$ cat config.mk
export PLATFORM = sky130hd
export DESIGN_NAME = banco_de_registradores
export DESIGN_NICKNAME = d
export VERILOG_FILES = /design/src/rtl/banco_de_registradores.sv
export SDC_FILE = /design/constraint.sdc
export NUM_CORES = 2
export LEC_CHECK = 0
export ABC_CLOCK_PERIOD_IN_PS = 5680
export BUFFER_PORTS_ARGS = -buffer_cell sky130_fd_sc_hd__buf_4
export CAP_MARGIN = 30
export CORE_MARGIN = 1.5
export CORE_UTILIZATION = 68
export DETAILED_ROUTE_END_ITERATION = 6
export GPL_ROUTABILITY_DRIVEN = 1
export HOLD_SLACK_MARGIN = 0.15
export PLACE_DENSITY_LB_ADDON = 0.15
export SLEW_MARGIN = 30
export SYNTH_ARGS = -nofsm -noshare
export SYNTH_HDL_FRONTEND = slang
export SYNTH_SLANG_ARGS = --single-unit
$ cat constraint.sdc
create_clock -name clock -period 5.68 [get_ports clock]
set_input_delay 0.852 -clock clock [delete_from_list [all_inputs] [get_ports clock]]
set_output_delay 0.852 -clock clock [all_outputs]
set_load 0.02 [all_outputs]
$ cat src/rtl/banco_de_registradores.sv
// MIPS general-purpose register file: 32 x 32, two combinational read ports,
// one synchronous write port, $zero hardwired, saturating commit counter.
module banco_de_registradores #(
  parameter int                    DATA_WIDTH = 32,
  parameter int                    ADDR_WIDTH = 5,
  parameter bit                    BYPASS     = 1'b1,
  parameter logic [DATA_WIDTH-1:0] SP_RESET   = 32'h00003FFC,
  parameter logic [DATA_WIDTH-1:0] GP_RESET   = 32'h00001800
) (
  input  logic                  clock,
  input  logic                  reset,
  input  logic [ADDR_WIDTH-1:0] readReg1,
  input  logic [ADDR_WIDTH-1:0] readReg2,
  input  logic [ADDR_WIDTH-1:0] writeReg,
  input  logic [DATA_WIDTH-1:0] writeData,
  input  logic                  regWrite,
  output logic [DATA_WIDTH-1:0] readData1,
  output logic [DATA_WIDTH-1:0] readData2,
  output logic [15:0]           writeCount
);

  localparam int DEPTH = 2 ** ADDR_WIDTH;

  // entry 0 is never stored; it is decoded to zero on the read side
  logic [DATA_WIDTH-1:0] mem_q [1:DEPTH-1];
  logic [DATA_WIDTH-1:0] mem_d [1:DEPTH-1];
  logic [15:0]           write_count_q;
  logic [15:0]           write_count_d;
  logic                  write_en;

  function automatic logic [DATA_WIDTH-1:0] reset_value(input int idx);
    if (idx == 28)      return GP_RESET;
    else if (idx == 29) return SP_RESET;
    else                return '0;
  endfunction

  function automatic logic [DATA_WIDTH-1:0] read_port(input logic [ADDR_WIDTH-1:0] idx);
    if (idx == '0)
      return '0;
    else if (BYPASS && regWrite && reset && (writeReg == idx))
      return writeData;
    else
      return mem_q[idx];
  endfunction

  assign write_en = regWrite && (writeReg != '0);

  always_comb begin
    mem_d = mem_q;
    write_count_d = write_count_q;
    if (write_en) begin
      mem_d[writeReg] = writeData;
      if (write_count_q != 16'hFFFF)
        write_count_d = write_count_q + 16'd1;
    end
  end

  always_ff @(posedge clock or negedge reset) begin
    if (!reset) begin
      for (int i = 1; i < DEPTH; i++)
        mem_q[i] <= reset_value(i);
      write_count_q <= '0;
    end else begin
      mem_q         <= mem_d;
      write_count_q <= write_count_d;
    end
  end

  assign readData1  = read_port(readReg1);
  assign readData2  = read_port(readReg2);
  assign writeCount = write_count_q;

endmodule

==> flow_summary.yaml <==
run_status:
  status: "finished, final reports clean"
timing:
  max_fclk_mhz: 178.5
  maxSlewViolCount: 0
  worstMarginPinSlew_ns: 1.088
  fin_worst_skew_ns: 0.01331
  setup_repair_after_global_routing_missed_its_margin: "no"
  hold_viol: 0
  min_period_over_period_pct: 98.62
  timing.max_slew.rel_slack_pct: 27.44
  setup_viol: 0
  setup_slack_ns: 0.07829
  layout_min_cycle_time_ns: 5.602
  setup_total_negative_slack_ns: 0
  finalHoldWorstSlack_ns: 0.5190
grt:
  grt_pass1_vias: 38887
  grt.total_usage_pct: 42.02
  global_route.overflow_total: 0
  grt_pass1_wl_mm: 252.2
  antenna_violations_before_repair: 10
  grt_start_max_net_pins: 182
pwr:
  power.leakage_nw: 25.58
  power.total_mw: 21.45
  switching_power_as_a_share_of_total_power_pct: 27.96
  switching_power_mw: 5.998
  power.share.clock_pct: 32.9
  seqPwrFrac_pct: 45.1
  comb_power_share_pct: 21.9
  p_per_area_nw_per_um2: 360.1
  power_report.internal_total_mw: 15.45
  vdd_drop_max_mv: 0.3133
worst_setup_path:
  worst-path-max-fanout: 35
  timing.reg2reg.setup_slack_ns: 3.64
  critical_path_required_ns: 4.83
  timing.critical_path.arrival_ns: 4.75
  regToRegEndpoint: "writeCount[13]"
  worst_path_cell_with_the_longest_stage_delay: "sky130_fd_sc_hd__a31o_2"
  crit_path_cell_trace: "dlygate4sd3_1 > buf_8 > nand2_1 > nor4_1 > a31o_2 > buf_4 > o22ai_1 > nor3_1 > buf_4 > buf_4"
  critical_path.most_common_cell: "sky130_fd_sc_hd__buf_4"
  worstSetupEndpointType: "primary output"
  setup.worst_path.end: "readData1[3]"
  worst_r2r_startpoint: "writeCount[0]"
  critical_path.startpoint_type: "input pin"
  worst_path_largest_cell_delay_ns: 0.79
  worstSetupStartpoint: "reset"
  worstRegToRegCells: 5
  worst-setup-path-type: "in -> out"
logic_synthesis:
  postSynth.asyncResetShare_pct: 100.0
  yosys_most_used_dff: "sky130_fd_sc_hd__dfrtp_1"
  flip_flop_and_latch_count_after_synthesis: 1008
  synth_most_common_cell: "sky130_fd_sc_hd__mux2_2"
  mappedNetlistNets: 3767
  synth_area_leader_cell: "sky130_fd_sc_hd__dfrtp_1"
  netlist_area_um2: 54050
  average_instance_area_after_synthesis_um2: 14.54
  synth_enable_flop_cells: 0
  fraction_of_the_yosys_area_taken_by_sequential_cells_pct: 46.70
  synth.lib_cells_used.distinct: 49
  synth_top_cell_area_share_pct: 46.02
  syn-instance-count: 3716
  post_synth_most_frequent_cells: "1056 x sky130_fd_sc_hd__mux2_2, 994 x sky130_fd_sc_hd__dfrtp_1, 459 x sky130_fd_sc_hd__mux4_2"
  ys_warns: 0
  main_area_contributors_after_synthesis: "sky130_fd_sc_hd__dfrtp_1 46%, sky130_fd_sc_hd__mux2_2 22%, sky130_fd_sc_hd__mux4_2 19%"
clock_tree:
  cts.repair.resized: 0
  num_cts_buffers: 105
  insertion_delay_ns: 0.66
  htree_depth: 3
  post_cts.repair.setup_buffers: 0
  cts.root.buffer_cell: "sky130_fd_sc_hd__clkbuf_16"
  clock_tree_from_tritoncts: "built"
  cts.path.max_buffers: 3
  cts-hold-fix-buffers: 1
  cts.clk_slew.worst_paths_ns: 0.05
  clock_sinks: 1008
cells_and_area:
  fraction_of_layout_cells_with_a_size_suffix_above_1_pct: 53.28
  finish.net_count: 3722
  final_cells: 4806
  area_growth_pct: 10.23
  layout.filler_cells: 4683
job:
  max_cap_viol_count: 0
detailed_routing:
  drc: 0
  finalWirelength_mm: 167.3
  postRouteAntennaNets: 0
  dr.pass1.iters: 6
  drt-vias-per-instance: 7.678
  drt_first_iter_violations: 4363
  detail_route.wl_per_cell_um: 34.81
  route.vias.total: 36900
place:
  pre_cts_slack_ns: 0.7312
  port-buffer-count: 129
  gp_congestion: 0.8876
  dp.cells: 4611
  dp_hpwl_mm: 101.0
die:
  chipWidth_um: 284.9
  die_area_um2: 81180
  floorplan.initialDensity_pct: 68.53
  core_region_area_um2: 78870
  boundaryPins: 130
  floorplan_die_height_um: 284.9
  fp-row-count: 103
min_path:
  min-delay-path-class: "reg -> reg"
-- area by class of cell --
| cell class | instances | area, um^2 | share of cell area [%] |
|---|---|---|---|
| clock buffers | 156 | 3152 | 5.291 |
| well taps | 1050 | 1314 | 2.205 |
| clock inverters | 32 | 357.8 | 0.6007 |
| flip-flops and latches | 1008 | 25240 | 42.37 |
| multi-input cells | 2303 | 27190 | 45.64 |
| inverters | 3 | 11.26 | 0.01890 |
| repair buffers | 250 | 2297 | 3.856 |
| diodes | 4 | 10.01 | 0.01680 |
-- metal layers --
metal	track usage (%)	up-vias	part of all wire [%]
li1	-	14253	-
met4	22.14	12	5.9
met1	56.85	19380	36
met3	13.13	677	13
met2	61.82	2578	45
met5	0	-	0.047
-- sequential cells by signal, summed over array words and instances, names as in the netlist --
register / flops
mem_q: 992
writeCount: 16
-- worst min-delay path by stage --
stage	start	to	slack [ns]	cells after the start
global route	mem_q[808]	mem_q[808]	0.53	1
CTS	writeCount[14]	writeCount[14]	0.51	1
finish	mem_q[812]	mem_q[812]	0.52	1
detailed placement	writeCount[14]	writeCount[14]	0.51	1
global placement	writeCount[14]	writeCount[14]	0.49	1
floorplan	mem_q[896]	mem_q[896]	0.49	1
-- power groups by stage --
stage               clock, mW  combinational [mW]  sequential, mW
floorplan                   0                3.46            9.40
global placement            0                4.45            9.53
detailed placement          0                4.63            9.75
CTS                      7.07                4.66            9.64
global route             7.38                4.96            9.85
finish                   7.06                4.71            9.68
-- cells in the final DEF (no fill, tap or decap), types with 20 or more instances in the layout --
| master | netlist | layout |
|---|---|---|
| sky130_fd_sc_hd__a21oi_1 | 30 | 30 |
| sky130_fd_sc_hd__a221oi_1 | 31 | 31 |
| sky130_fd_sc_hd__a22oi_1 | 95 | 95 |
| sky130_fd_sc_hd__buf_4 | 40 | 212 |
| sky130_fd_sc_hd__clkbuf_1 | 168 | 20 |
| sky130_fd_sc_hd__clkbuf_16 | 0 | 107 |
| sky130_fd_sc_hd__clkbuf_8 | 0 | 29 |
| sky130_fd_sc_hd__dfrtp_1 | 994 | 994 |
| sky130_fd_sc_hd__mux2_2 | 1056 | 1056 |
| sky130_fd_sc_hd__mux4_2 | 459 | 459 |
| sky130_fd_sc_hd__nand2_1 | 55 | 39 |
| sky130_fd_sc_hd__nand3_1 | 31 | 30 |
| sky130_fd_sc_hd__nand3b_1 | 24 | 24 |
| sky130_fd_sc_hd__nor2_1 | 170 | 152 |
| sky130_fd_sc_hd__nor2b_1 | 37 | 34 |
| sky130_fd_sc_hd__nor3_1 | 47 | 46 |
| sky130_fd_sc_hd__nor4_1 | 26 | 25 |
| sky130_fd_sc_hd__o22ai_1 | 111 | 111 |
| sky130_fd_sc_hd__o31ai_1 | 31 | 31 |
-- stage by stage --
stage / cell area [um^2] / util, %
2_1_floorplan: 54050 / -
3_3_place_gp: 55740 / 70.67
3_5_place_dp: 55960 / 70.95
4_1_cts: 59480 / 75.41
5_1_grt: 59560 / 75.52
6_report: 59570 / 75.53
-- cells by family (layout without fill, tap and decap cells) --
logic type	after synthesis	count (layout)	synth area share, %
flops	1008	1008	46.70
buf+inv	405	441	3.514
other cells	0	4	0
simple gates	420	420	3.727
xor+xnor	24	24	0.3889
mux	1518	1518	41.18
fa+ha+maj	1	1	0.02315
compound gates	340	340	4.459
-- worst max-delay path: cells and delay by family --
| family | cells | cell delay, ns |
|---|---|---|
| AOI/OAI and AO/OA | 2 | 0.96 |
| buffers and inverters | 5 | 1.48 |
| and+or+nand+nor | 3 | 1.43 |
No activity file was read; power rests on OpenSTA's default activity.
